### src/rtl/alu_pkg.sv
// ---------------------------------------------------------------------------
// alu_pkg
// Shared definitions for the EX-stage ALU. The ALU controller and the
// execution unit both import this package, so the op-code values live in
// one place.
//   alu_op_e     : 4-bit ALU operation codes
//   exec_state_e : control states of the execution unit
//   is_shift_op  : true for the iterative shift operations
// ---------------------------------------------------------------------------
package alu_pkg;

  typedef enum logic [3:0] {
    OP_AND = 4'b0000,
    OP_OR  = 4'b0001,
    OP_ADD = 4'b0010,  // add, lw/sw address, auipc, addi
    OP_SUB = 4'b0011,
    OP_SLL = 4'b0100,
    OP_SRL = 4'b0101,
    OP_SRA = 4'b0111,
    OP_BEQ = 4'b1000,
    OP_XOR = 4'b1001,
    OP_LUI = 4'b1010,  // pass srcb through
    OP_SLT = 4'b1100,  // slt and blt share this code
    OP_BNE = 4'b1101,
    OP_BGE = 4'b1110
  } alu_op_e;

  typedef enum logic [1:0] {
    IDLE  = 2'd0,
    SHIFT = 2'd1,
    HOLD  = 2'd2
  } exec_state_e;

  function automatic logic is_shift_op(input logic [3:0] op);
    return (op == OP_SLL) || (op == OP_SRL) || (op == OP_SRA);
  endfunction

endpackage

### src/rtl/alu_shift_iter.sv
// ---------------------------------------------------------------------------
// alu_shift_iter
// Iterative shifter. It holds the partially shifted accumulator and the
// remaining shift count, and moves the accumulator by up to SHIFT_STEP bits
// per step.
//   clk, reset_n : clock, asynchronous active-low reset
//   i_start      : load i_data / i_shamt / i_op
//   i_step       : advance one step
//   i_kill       : abandon the current shift (count cleared)
//   i_op         : OP_SLL, OP_SRL or OP_SRA
//   i_data       : value to shift
//   i_shamt      : total shift amount
//   o_result     : accumulator after the step taken this cycle
//   o_done       : the step taken this cycle is the last one
// ---------------------------------------------------------------------------
module alu_shift_iter
  import alu_pkg::*;
#(
  parameter int DATA_WIDTH = 32,
  parameter int SHIFT_STEP = 1
) (
  input  logic                          clk,
  input  logic                          reset_n,
  input  logic                          i_start,
  input  logic                          i_step,
  input  logic                          i_kill,
  input  logic [3:0]                    i_op,
  input  logic [DATA_WIDTH-1:0]         i_data,
  input  logic [$clog2(DATA_WIDTH)-1:0] i_shamt,
  output logic [DATA_WIDTH-1:0]         o_result,
  output logic                          o_done
);

  localparam int SHW = $clog2(DATA_WIDTH);
  // One extra bit so the count can be compared against SHIFT_STEP even when
  // SHIFT_STEP does not fit in the shift-amount field.
  localparam int CW  = SHW + 1;
  localparam logic [CW-1:0] STEP_C = CW'(SHIFT_STEP);

  logic [DATA_WIDTH-1:0] r_acc;
  logic [CW-1:0]         r_cnt;
  logic [3:0]            r_op;

  logic [CW-1:0]         w_amt;
  logic [DATA_WIDTH-1:0] w_nxt;

  // The last step may be shorter than SHIFT_STEP.
  assign w_amt = (r_cnt < STEP_C) ? r_cnt : STEP_C;

  always_comb begin
    w_nxt = r_acc;
    case (r_op)
      OP_SLL:  w_nxt = r_acc << w_amt;
      OP_SRA:  w_nxt = $signed(r_acc) >>> w_amt;
      default: w_nxt = r_acc >> w_amt;
    endcase
  end

  assign o_result = w_nxt;
  assign o_done   = (r_cnt <= STEP_C);

  always_ff @(posedge clk or negedge reset_n) begin
    if (!reset_n) begin
      r_acc <= '0;
      r_cnt <= '0;
      r_op  <= '0;
    end else if (i_kill) begin
      r_cnt <= '0;
    end else if (i_start) begin
      r_acc <= i_data;
      r_cnt <= {1'b0, i_shamt};
      r_op  <= i_op;
    end else if (i_step) begin
      r_acc <= w_nxt;
      r_cnt <= r_cnt - w_amt;
    end
  end

endmodule

### src/rtl/alu_exec_unit.sv
// ---------------------------------------------------------------------------
// alu_exec_unit
// EX-stage datapath. It takes the ALU op code and the two ID/EX operands and
// produces the registered result and branch condition for EX/MEM. Non-shift
// ops complete in one cycle. Shifts are iterative through alu_shift_iter.
// Both sides use a valid/ready handshake.
//   clk, reset_n        : clock, asynchronous active-low reset
//   flush               : synchronous kill of the in-flight op
//   in_valid / in_ready : upstream handshake (in_ready low stalls upstream)
//   operation           : alu_op_e code
//   srca, srcb          : operands; srcb low bits are the shift amount
//   out_valid/out_ready : downstream handshake
//   result, cond, zero  : registered result, branch condition, result == 0
//   illegal_op          : the op that produced result had an unmapped code
// ---------------------------------------------------------------------------
module alu_exec_unit
  import alu_pkg::*;
#(
  parameter int DATA_WIDTH = 32,
  parameter int SHIFT_STEP = 1
) (
  input  logic                  clk,
  input  logic                  reset_n,
  input  logic                  flush,
  input  logic                  in_valid,
  output logic                  in_ready,
  input  logic [3:0]            operation,
  input  logic [DATA_WIDTH-1:0] srca,
  input  logic [DATA_WIDTH-1:0] srcb,
  output logic                  out_valid,
  input  logic                  out_ready,
  output logic [DATA_WIDTH-1:0] result,
  output logic                  cond,
  output logic                  zero,
  output logic                  illegal_op
);

  localparam int SHW = $clog2(DATA_WIDTH);

  exec_state_e           r_state;
  logic                  r_out_valid;
  logic [DATA_WIDTH-1:0] r_result;
  logic                  r_cond;
  logic                  r_zero;
  logic                  r_illegal;

  logic                  w_in_ready;
  logic                  w_accept;
  logic [SHW-1:0]        w_shamt;
  logic                  w_start;
  logic                  w_step;
  logic [DATA_WIDTH-1:0] w_sh_result;
  logic                  w_sh_done;

  logic                  w_lt;
  logic [DATA_WIDTH-1:0] w_diff;
  logic [DATA_WIDTH-1:0] w_alu_res;
  logic                  w_alu_cond;
  logic                  w_alu_ill;

  // A held result can be replaced in the same cycle it is consumed.
  assign w_in_ready = !flush &&
                      ((r_state == IDLE) || ((r_state == HOLD) && out_ready));
  assign w_accept   = in_valid && w_in_ready;
  assign w_shamt    = srcb[SHW-1:0];
  // A zero-amount shift takes the single-cycle path and returns srca.
  assign w_start    = w_accept && is_shift_op(operation) && (w_shamt != '0);
  assign w_step     = (r_state == SHIFT) && !flush;

  alu_shift_iter #(
    .DATA_WIDTH (DATA_WIDTH),
    .SHIFT_STEP (SHIFT_STEP)
  ) u_shift (
    .clk      (clk),
    .reset_n  (reset_n),
    .i_start  (w_start),
    .i_step   (w_step),
    .i_kill   (flush),
    .i_op     (operation),
    .i_data   (srca),
    .i_shamt  (w_shamt),
    .o_result (w_sh_result),
    .o_done   (w_sh_done)
  );

  // Single-cycle ALU.
  assign w_lt   = $signed(srca) < $signed(srcb);
  assign w_diff = srca - srcb;

  always_comb begin
    w_alu_res  = '0;
    w_alu_cond = 1'b0;
    w_alu_ill  = 1'b0;
    case (operation)
      OP_AND: w_alu_res = srca & srcb;
      OP_OR:  w_alu_res = srca | srcb;
      OP_XOR: w_alu_res = srca ^ srcb;
      OP_ADD: w_alu_res = srca + srcb;
      OP_SUB: w_alu_res = w_diff;
      OP_LUI: w_alu_res = srcb;
      OP_SLT: begin
        // slt writes the flag as a value; blt uses the same flag as cond.
        w_alu_res  = {{(DATA_WIDTH-1){1'b0}}, w_lt};
        w_alu_cond = w_lt;
      end
      OP_BEQ: begin
        w_alu_res  = w_diff;
        w_alu_cond = (srca == srcb);
      end
      OP_BNE: begin
        w_alu_res  = w_diff;
        w_alu_cond = (srca != srcb);
      end
      OP_BGE: begin
        w_alu_res  = w_diff;
        w_alu_cond = !w_lt;
      end
      OP_SLL, OP_SRL, OP_SRA: w_alu_res = srca;
      default: w_alu_ill = 1'b1;
    endcase
  end

  // Control FSM. Result registers change only when HOLD is entered.
  always_ff @(posedge clk or negedge reset_n) begin
    if (!reset_n) begin
      r_state     <= IDLE;
      r_out_valid <= 1'b0;
      r_result    <= '0;
      r_cond      <= 1'b0;
      r_zero      <= 1'b1;
      r_illegal   <= 1'b0;
    end else if (flush) begin
      r_state     <= IDLE;
      r_out_valid <= 1'b0;
    end else if (w_accept) begin
      // Accept happens from IDLE or from HOLD while the result is consumed.
      if (w_start) begin
        r_state     <= SHIFT;
        r_out_valid <= 1'b0;
      end else begin
        r_state     <= HOLD;
        r_out_valid <= 1'b1;
        r_result    <= w_alu_res;
        r_cond      <= w_alu_cond;
        r_zero      <= (w_alu_res == '0);
        r_illegal   <= w_alu_ill;
      end
    end else begin
      case (r_state)
        SHIFT: begin
          if (w_sh_done) begin
            r_state     <= HOLD;
            r_out_valid <= 1'b1;
            r_result    <= w_sh_result;
            r_cond      <= 1'b0;
            r_zero      <= (w_sh_result == '0);
            r_illegal   <= 1'b0;
          end
        end
        HOLD: begin
          if (out_ready) begin
            r_state     <= IDLE;
            r_out_valid <= 1'b0;
          end
        end
        IDLE: ;
        default: begin
          r_state     <= IDLE;
          r_out_valid <= 1'b0;
        end
      endcase
    end
  end

  assign in_ready   = w_in_ready;
  assign out_valid  = r_out_valid;
  assign result     = r_result;
  assign cond       = r_cond;
  assign zero       = r_zero;
  assign illegal_op = r_illegal;

endmodule

### config.mk
export PLATFORM = sky130hd
export DESIGN_NAME = alu_exec_unit
export DESIGN_NICKNAME = d
export VERILOG_FILES = /design/src/rtl/alu_pkg.sv /design/src/rtl/alu_shift_iter.sv /design/src/rtl/alu_exec_unit.sv
export SDC_FILE = /design/constraint.sdc
export NUM_CORES = 1
export LEC_CHECK = 0
export CORE_MARGIN = 5
export CORE_UTILIZATION = 49
export CTS_BUF_LIST = sky130_fd_sc_hd__clkbuf_2
export DETAILED_ROUTE_END_ITERATION = 8
export PLACE_DENSITY = 0.76
export SLEW_MARGIN = 20
export SYNTH_ARGS = -nofsm -noshare
export SYNTH_HDL_FRONTEND = slang
export SYNTH_SLANG_ARGS = --single-unit
### constraint.sdc
create_clock -name clk -period 3.6 [get_ports clk]
set_input_delay 0.36 -clock clk [delete_from_list [all_inputs] [get_ports clk]]
set_output_delay 0.36 -clock clk [all_outputs]
set_load 0.005 [all_outputs]
[Yosys cells after proc, flatten, opt, wreduce, memory -nomap -nowiden]
Cells that the tools add are included.
Word-level totals
  input bits: 73
  register bits: 80
  output and inout bits: 37
  word-level logic and storage cells: 107
Operators by class
  shifts and indexed selects: 3
  order comparisons: 3
  add/sub/neg operators: 3
  mux-type cells: 36
  equal/unequal tests: 22
  bitwise logic cells: 4
  reductions and logical operators: 27
Operator list (number)
  case mux 32 bit (8 select lines): 1
  2-to-1 mux 32 bit: 6
  zero test 32 bit: 2
  case mux 32 bit (2 select lines): 1
  adder 32 bit: 1
  bitwise AND 32 bit: 1
  equality test 32 bit: 1
  < comparator 32 bit: 1
  inequality test 32 bit: 1
  OR 32 bit: 1
  left shift 32 x 6 -> 32 bit: 1
  >> shifter 32 x 6 -> 32 bit: 1
  >>> shifter 32 x 6 -> 32 bit: 1
  subtractor 32 bit: 1
  XOR 32 bit: 1
  equality test 4 bit, second input constant: 6
  2-to-1 mux 6 bit: 4
  equality test 4 x 3 -> 1 bit, second input constant: 5
  2-to-1 mux 1 bit: 16
  OR reduction 13 bit: 1
  2-to-1 mux 2 bit: 5
  equality test 4 x 2 -> 1 bit, second input constant: 2
  less-or-equal comparator 6 x 1 -> 1 bit, second input constant: 1
  logical AND 1 bit: 6
  other kinds (25): 31

[Longest topological paths before layout]
Gate-level depths: netlist (run 1).
  depth after elaboration: 10
  depth in mapped cells: 15
  depth with buffers taken out: 15

[Hierarchy]
From an unflattened synthesis (run 1), not the netlist that was laid out.
Second synthesis, totals
  cell total of the unflattened synthesis: 1500
  area, all modules: 11001.8 µm²
By module, submodules not included
  alu_exec_unit: times used 1, cells each 1215, area each 8459.4 µm², seq. area each 927.1 µm²
  alu_shift_iter: times used 1, cells each 285, area each 2542.4 µm², seq. area each 1051.0 µm²

[Least setup slack after synthesis (run 1)]
OpenSTA, ideal clock, no wires.
  kind: input -> register
  start point: input port srca[0]
  end point: register r_zero (netlist: zero)
  slack: 242 ps
  data required time: 3528 ps
  buffers on the path: 0
  library setup time: 72 ps
  data arrival time: 3286 ps
  stages on the path: 14
  path through: ha_1 > inv_1 > fa_1 > nor2b_1 > o31a_1 > o31ai_1 > a221oi_1 > a221oi_1 > or4_1 > a31oi_1 > xnor2_1 > o2111ai_1 > or4_1 > o21ai_1
Between the ends
  cells in the longest elaborated chain, start to end: 5
  elaborated cells between the ends (all ways): 10
  classes of those cells: add/sub (2); order compare (1); mux (3); bitwise (3); reduce/logical (1)
Ends and longest elaborated chain
  start, declared: RTL line alu_exec_unit.sv:28  | input logic [DATA_WIDTH-1:0] srca,
  subtractor 32 bit (tied with other cells): RTL line alu_exec_unit.sv:88  | assign w_diff = srca - srcb;
  case mux 32 bit (8 select lines) *: RTL line alu_exec_unit.sv:94  | case (operation)
  zero test 32 bit *: RTL line alu_exec_unit.sv:145  | r_zero <= (w_alu_res == '0);
  2-to-1 mux 1 bit *: RTL line alu_exec_unit.sv:137  | if (w_start) begin
  2-to-1 mux 1 bit *: RTL line alu_exec_unit.sv:135  | end else if (w_accept) begin
  end signal, assigned: RTL line alu_exec_unit.sv:145
  end signal, assigned: RTL line alu_exec_unit.sv:156  | r_zero <= (w_sh_result == '0);
  end, declared: RTL line alu_exec_unit.sv:44  | logic r_zero;
Every way passes the cells marked *; elsewhere a longest branch is shown, timed or not. The select of a mux whose other input is x is not followed.
A chain may end at the register's enable or synchronous reset.

[Worst setup path in the final report (run 1)]
  start point: input port srca[13]
  end point: register r_zero (netlist: zero)
The elaborated chain is that of the path after synthesis.

==> results of run 1 <==
[synthesized netlist by cell type, drive strengths merged, types with 5 or more instances]
library cell	n
nor2	218
a21oi	180
nand2	116
ha	110
inv	100
o21ai	100
dfrtp	78
clkbuf	70
mux2i	41
nor3	37
buf	26
nand2b	24
nor4	22
a22oi	20
a211oi	19
a31oi	19
nand4	19
o31ai	18
nand3	17
o211ai	17
a21o	16
nor2b	16
a221o	14
a221oi	14
o21bai	13
a22o	11
o221ai	9
or3	9
a211o	8
or2	8
and3	7
o21a	7
o22ai	7
o311ai	7
a222oi	6
o31a	6
or4	6
and2	5
o2111ai	5
xnor2	5
xor2	5
[critical path: stages]
cell             delay (ps)
clkdlybuf4s50_1         480
inv_1                    80
ha_2                    360
and3_2                  280
a31o_4                  270
o211ai_4                230
a21boi_4                100
o311a_1                 330
or4_4                   430
a221oi_2                310
o22ai_2                 130
or4_1                   500
o21ai_1                 140
[power groups by stage]
stage	logic [mW]	clock network [mW]	registers, mW
after detailed placement	3.35	0	1.52
final	3.59	0.497	1.52
after floorplan	1.77	0	1.47
after global routing	3.87	0.532	1.56
after CTS	3.41	0.495	1.51
after global placement	3.27	0	1.51
[how the worst min path moves through the flow]
stage / endpoint / slack (ps) / cells past startpoint
global placement: u_shift.r_op[2] / 450 / 1
finish: u_shift.r_cnt[2] / 230 / 4
detailed placement: u_shift.r_op[2] / 460 / 1
floorplan: cond / 60 / 0
CTS: u_shift.r_acc[1] / 440 / 4
global route: u_shift.r_cnt[2] / 210 / 4
[state kept, by name, summed over array words and instances (netlist names)]
signal and cells:
cond 1, result 32, zero 1, r_state 2
u_shift.r_cnt 6, u_shift.r_acc 32, illegal_op 1, u_shift.r_op 4
[final cells by class]
| cell class | count | area [sq um] | share of cell area, % |
|---|---|---|---|
| multi-input cells | 1220 | 8514 | 54.80 |
| inverters | 102 | 382.9 | 2.464 |
| flip-flops and latches | 79 | 1978 | 12.73 |
| repair buffers | 510 | 4197 | 27.01 |
| clock inverters | 6 | 67.56 | 0.4349 |
| well taps | 275 | 344.1 | 2.215 |
| diodes | 1 | 2.502 | 0.01611 |
| clock buffers | 10 | 50.05 | 0.3221 |
[timing repair]
| action | in CTS | in global routing |
|---|---|---|
| hold endpoints to repair | 73 | 0 |
| cloned | 0 | 1 |
| gates resized for setup | 30 | 103 |
| endpoints found under the setup margin | 8 | 10 |
| pin swaps | 12 | 27 |
| hold buffers | 1 | 0 |
| setup buffers | 5 | 5 |
[kinds of logic (layout without fill, tap and decap cells)]
logic type / count (synthesis) / in the layout / synth area share (%)
AND/OR/NAND/NOR: 517 / 517 / 22.44
buffers and inverters: 198 / 628 / 7.245
multiplexers: 43 / 43 / 4.076
adder cells (fa/ha/maj): 112 / 112 / 13.33
flip-flops: 79 / 79 / 18.62
other: 0 / 1 / 0
XOR/XNOR: 10 / 10 / 0.8246
AO/OA/AOI/OAI: 538 / 538 / 33.46
[per-stage QoR]
| step | util, % | cell area [sq um] | TNS, ps | instances |
|---|---|---|---|---|
| floorplan | - | 10620 | 0 | 1497 |
| global placement | 69.59 | 14720 | -9743 | 2174 |
| detailed placement | 69.59 | 14720 | -11090 | 2174 |
| CTS | 70.96 | 15010 | 0 | 2196 |
| global route | 73.44 | 15540 | -68.38 | 2203 |
| finish | 73.44 | 15540 | 0 | 2203 |
[layer usage]
layer | track usage, % | vias up | part of all wire, %
li1 | - | 6304 | -
met1 | 51.69 | 6543 | 41
met2 | 60.29 | 800 | 45
met3 | 5.444 | 133 | 10
met4 | 12.95 | 0 | 4.1
met5 | 0 | - | 0
[cells in the final DEF (no fill, tap or decap), types with 12 or more instances in the layout]
cell type / instances
a31oi_1: 17
o21ai_0: 90
mux2i_1: 40
a22oi_1: 19
clkdlybuf4s50_1: 93
clkbuf_2: 12
nand4_1: 19
nor3_1: 32
buf_4: 389
a221o_1: 14
o31ai_1: 12
nor4_1: 15
dfrtp_1: 78
a21o_1: 15
inv_1: 89
o21bai_1: 12
ha_4: 14
nor2b_1: 15
ha_1: 91
nand2_1: 115
nand2b_1: 24
nand3_1: 17
nor2_1: 215
o211ai_1: 15
a21oi_1: 168
a211oi_1: 14
==> impl_results.md, run 1 <==
* Worst-case setup margin in the final layout at 33.77 ps
* Share of final-layout standard cells stronger than drive strength 1 at 27.82%
* Tightest hold margin at 234.9 ps
* Number of nets in the final layout at 2,107
* Internal power summed over all cells at 3.063 mW
* Final setup skew at 51.56 ps
* Maximum number of pins on one net before global-route repair at 80
* Source of the critical timing path: srca[13]
* Number of enable-type register cells in the synthesized netlist at 0
* Count of maximum capacitance violations at 0
* Final routed DRC violation total at 1
* Timing endpoint of the critical path: zero
* Net switching component of the power at 2.545 mW
* Per-instance average area after synthesis at 7.095 sq um
* Dominant synthesized flop cell: dfrtp_1
* Standard cell core area at 0.02115 sq mm
* Power per standard cell area at 361.0 mW/mm^2
* Cells on worst reg2reg path at 11
* Critical Path RT at 4060 ps
* Top fanout value on the critical path at 7
* Total clock buffers created by CTS at 9
* Proportion of power drawn by combinational gates at 64.0%
* Ys Warns at 0
* Iteration count of the initial detailed-routing pass at 9
* DRT iter0 DRCs at 1,543
* Starting Density at 50.21%
* Min-delay src: srcb[2]
* Final setup violating endpoints at 0
* Switching part of the total at 45.38%
* GRT overflow at 0
* Die Area at 0.02472 sq mm
* Routed WL per cell at 22.14 um
* Classification of the worst-slack hold path: in2reg
* Share of the cycle needed by the critical path after routing at 99.06%
* Antenna violations before repair at 1
* Total power consumption of the routed design at 5.608 mW
* Final hold violations at 0
* Leakage component of the power at 7.303 nW
* Critical path type: in2reg
* Ports placed on the boundary at 110
* Clock buffer depth at 2
* Final critical delay including setup and external delays at 3566 ps
* Worst EP arrival at 4020 ps
* TritonCTS clock tree: built
* Number of H-tree branching levels at 3
* Width of the chip at 157.2 um
* Routability congestion estimate at 1.058
* Post-Syn Area at 0.01062 sq mm
* Mapped Cells at 1,497
* GRT Util Overall at 37.51%
* Violated checks: DRC
* Die Height at 157.2 um
* Syn_nets at 1,682
* Clk Tree Root Cell: clkbuf_2
* Placement Setup Slack at -816.8 ps
* Worst-Skew Late Latency at 560 ps
* Sort of element at the start of the critical path: input port
* Post-DR vias/cell at 6.255
* Clock Sink Count at 79
* RR Endpoint: zero
* Yosys reg bits at 79
* Endpoint class of the critical path: flop
* Detailed Place HPWL at 38,890 um
* Area grow syn2layout at 46.27%
* Sequential area share after synthesis at 18.62%
* Leading post-synthesis cells by cell area: dfrtp_1, ha_1, a21oi_1
* Area share of the largest cell type after synthesis at 18.38%
* Post-synth top area cell: dfrtp_1
* Std cell rows at 53
* Worst-case headroom to the max-slew limit at 39.09%
* Count of fill cells added during filler insertion at 1,632
* Sequential group share of total power at 27.1%
* Post-route ant nets at 0
* R2R setup slack at 190 ps
* Part of the total power dissipated in the clock network at 8.9%
* Pins over their slew limit at 0
* Post-Route WL at 48,780 um
* Result of the run: finished with violations
* Worst-margin pin slew at 911.8 ps
* Peak clock frequency supported by timing at 0.2804 GHz
* Number of vias in the routed layout at 13.78k
* Number of distinct library cell variants in the gate-level netlist after synthesis at 89
* Number of global-route vias before repair at 13.08k
* Largest vdd supply drop at 0.0002140 V
* Clock-pin slew on the worst setup and hold paths at 240 ps
* Wire length of the first global-routing pass at 72,680 um
* Fraction of registers with async set/reset at 100.0%
* Number of port buffers at 109
* Reg2Reg Launch Point: u_shift.r_cnt[3]
(Power assumes the default switching activity.)
==> inputs of run 2 (changes only) <==
Settings changed: HOLD_SLACK_MARGIN from default to 0.03.
Clock period 3.6 ns to 4.41 ns, I/O delays scaled along.
==> impl_results.md, run 2 (same netlist as run 1, synthesis figures left out) <==
* Result of the run: complete, no violations
* Clock buffer depth at 2
* Cells on worst reg2reg path at 11
* Clock Sink Count at 79
* Number of nets in the final layout at 1,890
* Starting Density at 50.21%
* Most used cells in the layout excluding fill and tap cells: nor2_1, buf_4, a21oi_1
* Worst-case setup margin in the final layout at 164.9 ps
* Cell at the slowest stage of the critical path: clkdlybuf4s50_1
* Worst-Skew Late Latency at 560 ps
* Multi-input combinational cell area at 0.007958 sq mm
* Final setup skew at 31.79 ps
* Leakage component of the power at 6.110 nW
* Classification of the worst-slack hold path: in2async
* Part of the total power dissipated in the clock network at 10.9%
* Critical Path Max Stage Delay at 640 ps
* Cells traversed along the worst timing path: clkdlybuf4s50_1 -> inv_1 -> ha_1 -> buf_4 -> or4_1 -> or3_1 -> a21oi_2 -> nor3_1 -> o211ai_2 -> nand2_1 -> a221o_1 -> a21o_1 -> a2111oi_0 -> nand3_1 -> o21ai_1
* Net switching component of the power at 1.953 mW
* Total power consumption of the routed design at 4.285 mW
* Top fanout value on the critical path at 4
* Buffers plus inverters on the worst setup path at 3
* Die Height at 157.2 um
* TritonCTS clock tree: built
* Power per standard cell area at 321.3 mW/mm^2
* Share of final-layout standard cells stronger than drive strength 1 at 13.92%
* Routability congestion estimate at 1.013
* GRT Util Overall at 35.21%
* Worst-case headroom to the max-slew limit at 30.01%
* DRT iter0 DRCs at 1,748
* Number of port buffers at 109
* Sequential group share of total power at 28.8%
* Worst EP arrival at 4730 ps
* Ports placed on the boundary at 110
* Share of the cycle needed by the critical path after routing at 96.26%
* Count of fill cells added during filler insertion at 1,904
* Most common library cell in the layout ignoring fill and taps: nor2_1
* Width of the chip at 157.2 um
* Met3 Track Usage GR at 4.509%
* Count of maximum capacitance violations at 0
* Critical path type: in2reg
* Met1 GRT Util at 51.11%
* Most utilized layer in the global route result: met2
* Number of setup buffers added after CTS at 0
* Final setup violating endpoints at 0
* Setup repair after global routing missed its margin: false
* Die Area at 0.02472 sq mm
* Final TNS setup at 0 ps
* Critical Path RT at 4890 ps
* Number of vias in the routed layout at 12.80k
* Placement Setup Slack at -238.5 ps
* Peak clock frequency supported by timing at 0.2356 GHz
* CP delay by family, top: compound AO/OA/AOI/OAI gates
* Clk Tree Root Cell: clkbuf_2
* Largest vdd supply drop at 0.0001830 V
* Internal power summed over all cells at 2.332 mW
* Endpoint class of the critical path: flop
* Number of global-route vias before repair at 12.00k
* Post-Route WL at 44,440 um
* Total clock buffers created by CTS at 9
* Proportion of power drawn by combinational gates at 60.3%
* Post-DR vias/cell at 6.444
* Final cell count without fillers at 1,986
* Area grow syn2layout at 25.54%
* Antenna violations before repair at 3
* Area taken by flip-flops and latches at 0.001978 sq mm
* Post-placement cell count at 1,968
* Maximum number of pins on one net before global-route repair at 80
* Detailed Place HPWL at 35,760 um
* Stages on worst setup path at 15
* Worst-margin pin slew at 1048 ps
* Wire length of the first global-routing pass at 68,470 um
* GRT overflow at 0
* Sort of element at the start of the critical path: input port
* Routed WL per cell at 22.37 um
* Final routed DRC violation total at 0
* Final critical delay including setup and external delays at 4245 ps
* Iteration count of the initial detailed-routing pass at 7
* Std cell rows at 53
* Post-Route Utilization at 63.03%
* Final hold violations at 0
* Clock-pin slew on the worst setup and hold paths at 240 ps
* Post-route ant nets at 0
* Global-route met2 utilization at 54.85%
* Standard cell core area at 0.02115 sq mm
* Switching part of the total at 45.58%
* Pins over their slew limit at 0
* Resized Gates After CTS at 0
* Number of H-tree branching levels at 3
-- run 2: cell count changes in the layout (fill, tap and decap cells not counted), moves of 6 or more --
cell,before,now
inv_1,89,99
clkdlybuf4s50_1,93,108
buf_6,7,1
dlymetal6s2s_1,11,0
a21oi_1,168,177
ha_1,91,110
ha_4,14,0
o31ai_1,12,18
buf_4,389,179
inv_2,11,1
-- run 2: power by group through the flow --
stage                     Clock, mW  Sequential (mW)  Combinational [mW]
after floorplan                   0             1.20                1.44
after global placement            0             1.23                2.47
after detailed placement          0             1.25                2.52
after CTS                     0.465             1.23                2.54
after global routing          0.494             1.27                2.82
final                         0.466             1.24                2.58
-- run 2: final cells by class --
type / count / share of cell area [%]
diodes: 1 / 0.01877
clock buffers: 10 / 0.3753
clock inverters: 6 / 0.6944
inverters: 102 / 2.871
multi-input cells: 1220 / 59.68
flip-flops and latches: 79 / 14.84
well taps: 275 / 2.580
repair buffers: 293 / 18.95
-- run 2: worst paths after layout --
check / slack (ps) / start / to
min in group clk: 510 / result[15] / result[15]
max in group asynchronous: 3420 / reset_n / u_shift.r_acc[17]
setup reg to reg: 1110 / u_shift.r_cnt[2] / zero
setup / recovery: 160 / srca[10] / zero
hold reg to reg: 510 / result[15] / result[15]
hold / removal: 420 / reset_n / u_shift.r_cnt[0]
-- run 2: routing by layer --
metal / vias up / routed length, um
met5: - / 26
met2: 721 / 19340
met4: 4 / 1557
met1: 6082 / 19260
met3: 113 / 4257
li1: 5878 / -
-- run 2: stage by stage --
step | hold WS (ps) | area, sq um
2_1_floorplan | 145.4 | 10620
3_3_place_gp | 451.0 | 13180
3_5_place_dp | 464.9 | 13180
4_1_cts | 45.14 | 13320
5_1_grt | 468.7 | 13330
6_report | 424.2 | 13330
-- run 2: repair_timing --
item | CTS | global route
endpoints found under the hold margin | 0 | 78
setup endpoints to repair | 0 | 0
hold buffers | 0 | 1
-- run 2: worst register-to-register path, cell delays in order (launching register included) --
cell     delay (ps)
dfrtp_1         480
or3_1           430
nor3_1          290
nand2_1         180
a21o_2          260
nor2_1          160
nand4_1         150
nor4_1          370
nand4_1         220
nor4_1          410
nand3_1         130
o21ai_1         150
==> inputs of run 3 (changes only) <==
Settings changed: CTS_CLUSTER_SIZE from default to 8.
Clock period 4.41 ns to 4.95 ns, I/O delays scaled along.
==> impl_results.md, run 3 (same netlist as run 1, synthesis figures left out) <==
* Worst-case setup margin in the final layout at 730.2 ps
* Most used cells in the layout excluding fill and tap cells: nor2_1, a21oi_1, nand2_1
* Leakage component of the power at 5.627 nW
* Std cell rows at 53
* Peak clock frequency supported by timing at 0.2370 GHz
* Worst-margin pin slew at 989.3 ps
* Routability congestion estimate at 0.9966
* Total clock buffers created by CTS at 9
* Die Height at 157.2 um
* TritonCTS clock tree: built
* Critical Path RT at 5450 ps
* Die Area at 0.02472 sq mm
* Net switching component of the power at 1.723 mW
* Proportion of power drawn by combinational gates at 60.2%
* Final setup skew at 27.02 ps
* GRT Util Overall at 34.33%
* Clock buffer depth at 2
* Antenna violations before repair at 3
* Critical path type: in2reg
* Final routed DRC violation total at 0
* Standard cell core area at 0.02115 sq mm
* Detailed Place HPWL at 34,490 um
* Number of nets in the final layout at 1,794
* Power per standard cell area at 291.0 mW/mm^2
* Largest vdd supply drop at 0.0001331 V
* Ports placed on the boundary at 110
* Area grow syn2layout at 18.32%
* Placement Setup Slack at 255.5 ps
* Post-route ant nets at 0
* Worst EP arrival at 4720 ps
* Final TNS setup at 0 ps
* Number of global-route vias before repair at 11.55k
* Hold_buf cts at 0
* Clock Sink Count at 79
* Final hold violations at 0
* GRT overflow at 0
* Share of final-layout standard cells stronger than drive strength 1 at 8.741%
* Width of the chip at 157.2 um
* Top fanout value on the critical path at 11
* Most common library cell in the layout ignoring fill and taps: nor2_1
* Final setup violating endpoints at 0
* Post-Route Utilization at 59.41%
* Pins over their slew limit at 0
* Switching part of the total at 47.10%
* Starting Density at 50.21%
* Iteration count of the initial detailed-routing pass at 5
* Classification of the worst-slack hold path: reg2reg
* Result of the run: complete, no violations
* Number of port buffers at 109
* Routed WL per cell at 23.09 um
* Final critical delay including setup and external delays at 4220 ps
* Endpoint class of the critical path: flop
* Count of maximum capacitance violations at 0
* Clock-pin slew on the worst setup and hold paths at 220 ps
* Post-Route WL at 43,620 um
* Number of setup buffers added after CTS at 0
* Share of the cycle needed by the critical path after routing at 85.25%
* Number of H-tree branching levels at 3
* Setup repair after global routing missed its margin: false
* Clk Tree Root Cell: clkbuf_2
* Post-DR vias/cell at 6.527
* Resized Gates After CTS at 0
* Sort of element at the start of the critical path: input port
* Number of vias in the routed layout at 12.33k
* DRT iter0 DRCs at 1,637
* Worst-Skew Late Latency at 550 ps
* Internal power summed over all cells at 1.935 mW
* Sequential group share of total power at 30.1%
* Maximum number of pins on one net before global-route repair at 80
* Worst-case headroom to the max-slew limit at 33.91%
* Count of fill cells added during filler insertion at 2,056
* Part of the total power dissipated in the clock network at 9.7%
* Wire length of the first global-routing pass at 66,380 um
## run 3: layout make-up
class / count / area (sq um) / area share [%]
diodes: 1 / 2.502 / 0.01991
clock buffers: 10 / 50.05 / 0.3982
clock inverters: 5 / 58.81 / 0.4679
inverters: 102 / 382.9 / 3.047
multi-input cells: 1220 / 7958 / 63.32
flip-flops and latches: 79 / 1978 / 15.74
well taps: 275 / 344.1 / 2.738
repair buffers: 197 / 1793 / 14.27
## run 3: final timing paths
kind	slack [ps]	startpoint	endpoint	cells after the start
setup / recovery	730	srcb[10]	zero	15
hold / removal	510	result[1]	result[1]	2
setup reg to reg	1750	r_state[1]	zero	11
hold reg to reg	510	result[1]	result[1]	2
max in group asynchronous	3930	reset_n	result[15]	2
min in group asynchronous	520	reset_n	u_shift.r_cnt[2]	2
## run 3: critical path, cell delays in order
cell             delay (ps)
clkdlybuf4s50_1         580
inv_1                   100
ha_1                    440
nand4_1                 210
o21bai_1                 80
a211oi_1                530
a21oi_1                 190
o31ai_1                 510
o21ai_0                 230
buf_4                   180
a211o_1                 290
mux2i_1                 140
a2111oi_0               430
nand3_1                 160
o21ai_1                 150
## run 3: stage by stage
step	power [mW]	std cells	hold WS, ps	area [sq um]
global placement	3.228	1872	452.3	12440
finish	3.658	1889	506.1	12570
floorplan	2.351	1497	199.4	10620
global route	3.913	1889	538.2	12570
detailed placement	3.259	1872	470.0	12440
CTS	3.611	1887	107.6	12550
## run 3: power by group through the flow
stage          logic, mW  clock network (mW)  registers [mW]
2_1_floorplan       1.28                   0            1.07
3_5_place_dp        2.15                   0            1.11
5_1_grt             2.40               0.382            1.13
4_1_cts             2.16               0.359            1.09
3_3_place_gp        2.13                   0            1.10
6_report            2.20               0.355            1.10
## run 3: per-layer routing
metal	vias up	track usage [%]	share of wire, %
met5	-	0	0.066
met4	4	12.99	3.9
met3	103	5.637	9.1
met2	674	53.67	44
met1	5866	47.69	43
li1	5682	-	-
